## src/rtl/bcd_stopwatch_ctrl.sv

```systemverilog
// BCD stopwatch controller: prescaler, IDLE/RUN/PAUSED FSM, decade carry cascade
// and lap capture register. All outputs registered.
`timescale 1ns/1ps
module bcd_stopwatch_ctrl #(
   parameter int unsigned DIGITS   = 4,
   parameter int unsigned PRESCALE = 10
) (
   input  logic                  clk,
   input  logic                  rst,
   input  logic                  start,
   input  logic                  stop,
   input  logic                  clear,
   input  logic                  lap,
   output logic [4*DIGITS-1:0]   count_bcd,
   output logic [4*DIGITS-1:0]   lap_bcd,
   output logic                  lap_valid,
   output logic                  tick,
   output logic                  running,
   output logic                  overflow,
   output logic [1:0]            state
);

   localparam int unsigned PW = (PRESCALE > 1) ? $clog2(PRESCALE) : 1;
   localparam logic [PW-1:0] PMAX = PW'(PRESCALE - 1);

   typedef enum logic [1:0] {
      S_IDLE   = 2'b00,
      S_RUN    = 2'b01,
      S_PAUSED = 2'b10
   } state_t;

   state_t              state_q, state_d;
   logic [PW-1:0]       pre_q, pre_d;
   logic [4*DIGITS-1:0] cnt_q, cnt_d, lap_q, lap_d;
   logic                lapv_q, lapv_d;
   logic                tick_q, tick_d;
   logic                run_q, run_d;
   logic                ovf_q, ovf_d;

   logic [4*DIGITS-1:0] cnt_inc;
   logic                carry;
   logic                inc;

   // Ripple the +1 through the digits; a carry out of the top digit means full-scale wrap.
   always_comb begin
      cnt_inc = cnt_q;
      carry   = 1'b1;
      for (int unsigned k = 0; k < DIGITS; k++) begin
         if (carry) begin
            if (cnt_q[4*k +: 4] == 4'd9) begin
               cnt_inc[4*k +: 4] = 4'd0;
            end else begin
               cnt_inc[4*k +: 4] = cnt_q[4*k +: 4] + 4'd1;
               carry             = 1'b0;
            end
         end
      end
   end

   always_comb begin
      state_d = state_q;
      pre_d   = pre_q;
      cnt_d   = cnt_q;
      lap_d   = lap_q;
      lapv_d  = 1'b0;
      tick_d  = 1'b0;
      ovf_d   = ovf_q;
      inc     = 1'b0;
      if (clear) begin
         state_d = S_IDLE;
         pre_d   = '0;
         cnt_d   = '0;
         lap_d   = '0;
         ovf_d   = 1'b0;
      end else begin
         if (lap && (state_q != S_IDLE)) begin
            lap_d  = cnt_q;
            lapv_d = 1'b1;
         end
         case (state_q)
            S_IDLE: begin
               if (!stop && start) state_d = S_RUN;
            end
            S_RUN: begin
               // stop freezes the prescaler and swallows a coincident tick
               if (stop) begin
                  state_d = S_PAUSED;
               end else if (pre_q == PMAX) begin
                  pre_d = '0;
                  inc   = 1'b1;
               end else begin
                  pre_d = pre_q + 1'b1;
               end
            end
            S_PAUSED: begin
               if (!stop && start) state_d = S_RUN;
            end
            default: state_d = S_IDLE;
         endcase
         if (inc) begin
            cnt_d  = cnt_inc;
            tick_d = 1'b1;
            if (carry) ovf_d = 1'b1;
         end
      end
      run_d = (state_d == S_RUN);
   end

   always_ff @(posedge clk or posedge rst) begin
      if (rst) begin
         state_q <= S_IDLE;
         pre_q   <= '0;
         cnt_q   <= '0;
         lap_q   <= '0;
         lapv_q  <= 1'b0;
         tick_q  <= 1'b0;
         run_q   <= 1'b0;
         ovf_q   <= 1'b0;
      end else begin
         state_q <= state_d;
         pre_q   <= pre_d;
         cnt_q   <= cnt_d;
         lap_q   <= lap_d;
         lapv_q  <= lapv_d;
         tick_q  <= tick_d;
         run_q   <= run_d;
         ovf_q   <= ovf_d;
      end
   end

   assign count_bcd = cnt_q;
   assign lap_bcd   = lap_q;
   assign lap_valid = lapv_q;
   assign tick      = tick_q;
   assign running   = run_q;
   assign overflow  = ovf_q;
   assign state     = state_q;

endmodule

```

## config.mk

```make
export PLATFORM = sky130hd
export DESIGN_NAME = bcd_stopwatch_ctrl
export DESIGN_NICKNAME = d
export VERILOG_FILES = /design/src/rtl/bcd_stopwatch_ctrl.sv
export SDC_FILE = /design/constraint.sdc
export NUM_CORES = 1
export LEC_CHECK = 0
export ABC_AREA = 1
export CAP_MARGIN = 20
export CELL_PAD_IN_SITES_DETAIL_PLACEMENT = 1
export CELL_PAD_IN_SITES_GLOBAL_PLACEMENT = 2
export CORE_MARGIN = 2
export CORE_UTILIZATION = 30
export DETAILED_ROUTE_END_ITERATION = 10
export PLACE_DENSITY_LB_ADDON = 0.1
export SLEW_MARGIN = 20
export SYNTH_ARGS = -nofsm -noshare
export SYNTH_HDL_FRONTEND = slang
export SYNTH_SLANG_ARGS = --single-unit
```

## constraint.sdc

```tcl
create_clock -name clk -period 1.7 [get_ports clk]
set_clock_uncertainty 0.15 [all_clocks]
set_input_delay 0.425 -clock clk [delete_from_list [all_inputs] [get_ports clk]]
set_output_delay 0.425 -clock clk [all_outputs]
set_load 0.02 [all_outputs]
```

# Word level (Yosys, flattened, before mapping)
# Index checks and enable logic that the tools add are counted.
# op_classes
n_addsub	5
eq_ne	9
muxes	37
n_reduce_logical	18
# op_table
cell	n
16-bit two-way mux	4
4-bit two-way mux	11
4-bit by 1-bit adder with 4-bit output, second input constant	5
4-bit equality test, second input constant	5
1-bit two-way mux	18
2-bit nonzero test	8
2-bit AND reduction	5
2-bit two-way mux	3
2-bit by 1-bit equality test with 1-bit output, second input constant	2
2-bit case mux with 2 select lines	1
2-bit equality test, second input constant	1
1-bit logical AND	2
2-bit zero test	1
2-bit by 1-bit inequality test with 1-bit output, second input constant	1
2-bit OR reduction	1
1-bit zero test	1
# word_totals
reg_bits	42
in_bits	6

# Longest topological paths before layout
# Gate-level depths: netlist (run 1).
# logic_depth
ltp_word	8
depth_mapped	9
depth_no_buf	9

# Least setup slack after synthesis (run 1)
# OpenSTA, ideal clock, no wires.
# synth_path
path_type	reg2reg
start	register cnt_q[1], in the netlist count_bcd[1]
end	register cnt_q[12], in the netlist count_bcd[12]
setup_ns	0.118
arrival_time_ns	1.341
slack_ns	0.091
stages_incl_launch_ff	10
n_path_buf	0
synth_period_minus_slack_ns	1.609
path_cell_list	dfrtp_1 inv_1 ha_1 nand2_1 nor2_2 nand3_1 nand2_1 nand2_1 nand2_1 nand2_1
# synth_between
elab_chain_cells	6
# synth_lines
element	line_no	text
start: declaration	34	logic [4*DIGITS-1:0] cnt_q, cnt_d, lap_q, lap_d;
start signal: assignment	122	cnt_q <= cnt_d;
4-bit equality test	50	if (cnt_q[4*k +: 4] == 4'd9) begin
1-bit two-way mux	50	
1-bit two-way mux (2 in series)	49	if (carry) begin
2-bit nonzero test (no source line)	n/a	
2-bit AND reduction (no source line)	n/a	
# Every way passes these cells.
# A chain may end at the register's enable or synchronous reset.

# Final worst setup path (run 1)
# layout_path
start	register cnt_q[9], in the netlist count_bcd[9]
end	output port count_bcd[9]
# layout_rtl
element	line_no	text
end: declaration	14	output logic [4*DIGITS-1:0] count_bcd,
# No word-level cell between the ends.

==> flow_summary.yaml, run 1 <==
status:
  status: "complete, no violations"
setup_path:
  crit_buf_inv: 1
  r2r-end: "count_bcd[14]"
  worst-path-max-fanout: 4
  crit_end: "count_bcd[9]"
  start_kind: "flip-flop"
  startpoint: "count_bcd[9]"
  crit_type: "flip-flop to output pin"
  cp_top_family: "flip-flops"
  cp.arrival_ps: 1070
  slowest_delay_ps: 440
  crit_cells: 1
  rr_worst_depth: 9
  end_kind: "output pin"
  crit_slowest_cell: "dfrtp_2"
  r2r_setup_slack_ps: 100
  path_cells: "dlygate4sd2_1"
  required_ps: 1120
  worst_r2r_startpoint: "count_bcd[1]"
synth:
  synth_cells: 253
  synth_area_sq_um: 2143
  synthTopCellsByCount: "nand2_1, dfrtp_1, nand3_1"
  synth_warnings: 0
  seq_area_frac_synth_pct: 49.04
  synth_edf_count: 0
  yosysTopAreaCell: "dfrtp_1"
  synth_top_area_share_pct: 49.04
  async_flop_share_pct: 100.0
  post_synth.cell_area_avg_sq_um: 8.472
  synthFlopType: "dfrtp_1"
  synthTopCellsByArea: "dfrtp_1, nand2_1, nand3_1, ha_1, nor2_1"
  synth.most_common_cell: "nand2_1"
  netlist-cell-type-count: 23
  yosys_register_bits: 42
  synth_nets: 269
route:
  via_per_inst: 4.470
  routed_wl_mm: 6.140
  drt_pass1_iterations: 4
  drtIter0Drc: 69
  post_drt_wl_per_cell_um: 13.80
  vias: 1989
  route.detailed.drc: 0
  ant_nets: 0
power:
  power_frac_clock_pct: 31.3
  ir_drop_mv: 0.3418
  power_density_nw_per_um2: 796.7
  switching_share_pct: 29.99
  p_leak_uw: 0.001719
  finalPower_uw: 2544
  switching_power_uw: 762.9
  intPower_uw: 1781
  p_seq_share_pct: 43.8
  p_comb_share_pct: 24.9
timing:
  post-route-period-util_pct: 96.73
  fin_crit_ps: 1644
  fin_ws_ps: 55.52
  tightest_slew_ps: 242.3
  tns_ps: 0
  maxSlewHeadroom_pct: 83.85
  final_max_slew_viol_count: 0
  final-hold-violation-count: 0
  setup_violations: 0
  timing.fmax_mhz: 608.1
layout:
  drive_gt1_share_pct: 25.21
  fillers: 856
  regArea_sq_um: 1052
  syn2layout_area_growth_pct: 48.98
  multiInputGateArea_sq_um: 1015
  nets: 364
  final_util_pct: 46.48
  diodes: 0
clock_network:
  cts.path.max_buffers: 2
  cts_made_buffers: 5
  cts-root-buf: "clkbuf_8"
  holdBufCountCts: 0
  clkLatencyLatePin_ps: 300
  cts_sinks: 42
  clk_pin_slew_ps: 80
  htreeDepth: 2
  cts_tree: "yes"
die:
  dieWidth_um: 88.53
  io_pins: 44
  dieArea_sq_um: 7837
  placementRows: 30
  core_area_sq_um: 6869
  die_h_um: 88.53
  start_util_pct: 31.20
grt:
  grt_pass1_wl_mm: 10.18
  grt_max_degree: 43
  gr-usage-all-layers_pct: 17.13
  first_global_vias: 2099
  grt_antenna_before_repair: 0
  grt_overflow_total: 0
place:
  hpwl_mm: 4.696
  gp_routability_congestion: 0.7453
  io_buffers: 43
  place_ws_ps: -320.3
hold_path:
  hp-class: "input pin to async pin"
job:
  cap_violations: 0
[cell families after synthesis]
logic type,count (synthesis),synth area share [%]
AO/OA/AOI/OAI,20,4.728
XOR/XNOR,7,2.861
adder cells (fa/ha/maj),10,5.838
buffers and inverters,29,6.421
flip-flops,42,49.04
AND/OR/NAND/NOR,145,31.11
[registers in the layout, summed over array words and instances, names as in the netlist]
signal and count:
count_bcd 16, lap_bcd 16, pre_q 4, state 2, lap_valid 1, overflow 1, running 1, tick 1
[what timing repair did]
item	4_1_cts	5_1_grt
pin swaps	0	5
endpoints found under the setup margin	43	16
setup buffers	0	3
gates resized for setup	41	18
[per-stage QoR]
step / hold slack, ps / cell area [sq um] / cells
2_1_floorplan: 338.1 / 2143 / 253
3_3_place_gp: 318.9 / 3043 / 434
3_5_place_dp: 345.1 / 3043 / 434
4_1_cts: 323.9 / 3115 / 442
5_1_grt: 362.9 / 3193 / 445
6_report: 307.7 / 3193 / 445
[area by class of cell]
cell class / count / share of cell area [%]
inverter: 23 / 2.861
multi-input combinational: 182 / 31.78
clock buffer: 6 / 2.273
tap: 96 / 3.762
timing repair buffer: 94 / 25.20
clock inverter: 2 / 1.176
sequential: 42 / 32.95
[placed cells by master, fill, tap and decap left out]
| master | Yosys | layout |
|---|---|---|
| nand2_1 | 67 | 62 |
| buf_4 | 0 | 48 |
| dfrtp_1 | 42 | 41 |
| dlygate4sd2_1 | 0 | 37 |
| nand3_1 | 34 | 32 |
| nor2_1 | 25 | 20 |
| inv_1 | 20 | 18 |
| o21ai_0 | 9 | 9 |
| ha_1 | 10 | 9 |
| o21ai_1 | 7 | 7 |
| nand2_2 | 1 | 6 |
| xor2_1 | 5 | 5 |
| nor2_2 | 2 | 5 |
| nand2_4 | 5 | 5 |
| clkbuf_8 | 0 | 5 |
| clkdlybuf4s50_1 | 0 | 5 |
| nand4_1 | 4 | 4 |
| nand3_2 | 2 | 3 |
| nor2_4 | 1 | 3 |
| a21oi_1 | 3 | 3 |
| nor3_1 | 4 | 3 |
| buf_12 | 0 | 3 |
| inv_4 | 1 | 2 |
| inv_2 | 2 | 2 |
| xnor2_1 | 2 | 2 |
| nand3_4 | 0 | 1 |
| nor3_2 | 0 | 1 |
| clkinv_1 | 0 | 1 |
| o22ai_1 | 1 | 1 |
| ha_2 | 0 | 1 |
| clkinvlp_4 | 0 | 1 |
| bufinv_16 | 0 | 1 |
| clkbuf_1 | 0 | 1 |
| dfrtp_2 | 0 | 1 |
| clkdlybuf4s15_1 | 0 | 1 |
[power by group through the flow]
stage               clock network, uW  logic, uW  registers, uW
floorplan                           0        211           1220
global placement                    0        638           1140
detailed placement                  0        642           1140
CTS                               833        607           1120
global route                      870        710           1120
finish                            797        634           1110
[metal layers]
metal  global-route usage (%)  wire (um)  up-vias
li1                         -          -     1007
met1                    23.14       2992      944
met2                    28.30       2926       32
met3                    2.985        151        6
met4                    4.959         70        0
met5                        0          0        -
[worst min path at each step]
stage | slack [ps] | to | cells past startpoint | startpoint
finish | 310 | state[1] | 3 | rst
global route | 360 | state[1] | 3 | rst
CTS | 320 | lap_bcd[2] | 3 | rst
detailed placement | 350 | overflow | 2 | overflow
global placement | 320 | overflow | 2 | overflow
floorplan | 340 | running | 1 | clear
Power figures use the tool's default switching activity.
==> run 2: changes to the inputs <==
--- a/config.mk
+++ b/config.mk
@@ -9,6 +9,7 @@
 export CAP_MARGIN = 20
 export CELL_PAD_IN_SITES_DETAIL_PLACEMENT = 1
 export CELL_PAD_IN_SITES_GLOBAL_PLACEMENT = 2
+export CORE_ASPECT_RATIO = 1.25
 export CORE_MARGIN = 2
 export CORE_UTILIZATION = 30
 export DETAILED_ROUTE_END_ITERATION = 10
==> flow_summary.yaml, run 2 (synthesized netlist as in run 1, its figures left out) <==
grt:
  grt_antenna_before_repair: 0
  gr-usage-all-layers_pct: 17.75
  grt_pass1_wl_mm: 10.80
  first_global_vias: 2176
  grt_overflow_total: 0
  grt_max_degree: 43
timing:
  hold_slack_ps: 317.2
  fin_ws_ps: 69.00
  maxSlewHeadroom_pct: 81.19
  timing.fmax_mhz: 613.1
  setup_violations: 0
  tns_ps: 0
  final_max_slew_viol_count: 0
  post-route-period-util_pct: 95.94
  fin_crit_ps: 1631
  tightest_slew_ps: 281.9
  final-hold-violation-count: 0
setup_path:
  slowest_delay_ps: 400
  cp_top_family: "flip-flops"
  crit_cells: 1
  crit_type: "flip-flop to output pin"
  path_cells: "dlygate4sd2_1"
  cp.arrival_ps: 1060
  rr_worst_depth: 9
  crit_end: "count_bcd[5]"
  required_ps: 1120
  crit_buf_inv: 1
  r2r_setup_slack_ps: 130
  worst_r2r_startpoint: "pre_q[1]"
  startpoint: "count_bcd[5]"
  start_kind: "flip-flop"
  end_kind: "output pin"
  worst-path-max-fanout: 4
  crit_slowest_cell: "dfrtp_1"
  r2r-end: "count_bcd[0]"
power:
  p_seq_share_pct: 43.3
  switching_power_uw: 758.1
  ir_drop_mv: 0.4099
  switching_share_pct: 29.61
  p_leak_uw: 0.001724
  power_frac_clock_pct: 32.1
  power_density_nw_per_um2: 812.5
  p_comb_share_pct: 24.6
  intPower_uw: 1803
clock_network:
  cts_sinks: 42
  clkLatencyLatePin_ps: 300
  clk_pin_slew_ps: 80
  cts_tree: "yes"
  htreeDepth: 2
  cts_made_buffers: 5
  cts.path.max_buffers: 2
  cts-root-buf: "clkbuf_8"
  holdBufCountCts: 0
route:
  post_drt_wl_per_cell_um: 14.79
  ant_nets: 0
  vias: 2010
  routed_wl_mm: 6.449
  route.detailed.drc: 0
  drtIter0Drc: 52
  via_per_inst: 4.610
  drt_pass1_iterations: 4
layout:
  drive_gt1_share_pct: 24.28
  final_util_pct: 45.45
  layout_commonest_cell: "nand2_1"
  diodes: 0
  finalNonFillerCells: 436
  syn2layout_area_growth_pct: 47.05
  nets: 362
  final_cell_mix: "nand2_1, buf_4, dfrtp_1"
die:
  dieArea_sq_um: 7841
  dieWidth_um: 79.60
  start_util_pct: 30.91
  placementRows: 34
  die_h_um: 98.50
  io_pins: 44
  core_area_sq_um: 6934
hold_path:
  hp-class: "input pin to async pin"
place:
  io_buffers: 43
  place_ws_ps: -223.1
  hpwl_mm: 4.880
  gp_routability_congestion: 0.7577
  dp.cells: 426
job:
  cap_violations: 0
status:
  status: "complete, no violations"
[run 2: what timing repair did]
| item | CTS | global route |
|---|---|---|
| resized for setup | 39 | 16 |
| endpoints found under the setup margin | 40 | 15 |
| pin swaps | 0 | 2 |
| buffers inserted | 0 | 3 |
[run 2: per-layer routing]
metal  vias to the layer above  share of wire (%)  track usage (%)  wire [um]
li1                        995                  -                -          -
met1                       980                 45            22.82       2931
met2                        28                 51            30.96       3287
met3                         7                2.4            2.747        157
met4                         0                1.1            4.377         73
met5                         -                  0                0          0
[run 2: worst min path at each step]
stage               startpoint          end  slack, ps
finish                     rst  lap_bcd[15]        320
global route               rst  lap_bcd[14]        350
CTS                        rst  lap_bcd[15]        320
detailed placement    overflow     overflow        320
global placement      overflow     overflow        320
floorplan                clear      running        340
[run 2: area by class of cell]
| type | instances | area, sq um |
|---|---|---|
| fillers | 844 | 3782 |
| inverters | 23 | 88.84 |
| multi-input cells | 182 | 1002 |
| clock inverters | 1 | 30.03 |
| repair buffers | 92 | 784.5 |
| flip-flops and latches | 42 | 1051 |
| clock buffers | 6 | 82.58 |
| well taps | 90 | 112.6 |
[run 2: power groups by stage]
stage	clock network (uW)	logic, uW	registers (uW)
final	822	631	1110
after global placement	0	645	1130
after CTS	857	625	1110
after global routing	890	699	1120
after floorplan	0	211	1220
after detailed placement	0	662	1130
[run 2: per-stage QoR]
| step | total power (uW) | area [sq um] |
|---|---|---|
| after floorplan | 1434 | 2143 |
| after global placement | 1774 | 3020 |
| after detailed placement | 1792 | 3020 |
| after CTS | 2591 | 3088 |
| after global routing | 2708 | 3152 |
| final | 2561 | 3152 |
[run 2: worst register-to-register path: stages (launching register included)]
cell     delay, ps
dfrtp_1        400
inv_1           80
ha_1           160
nand3_2        130
nand2_2        100
nand2_4         70
inv_4          120
buf_4          130
nand3_1         60
o21ai_1         90
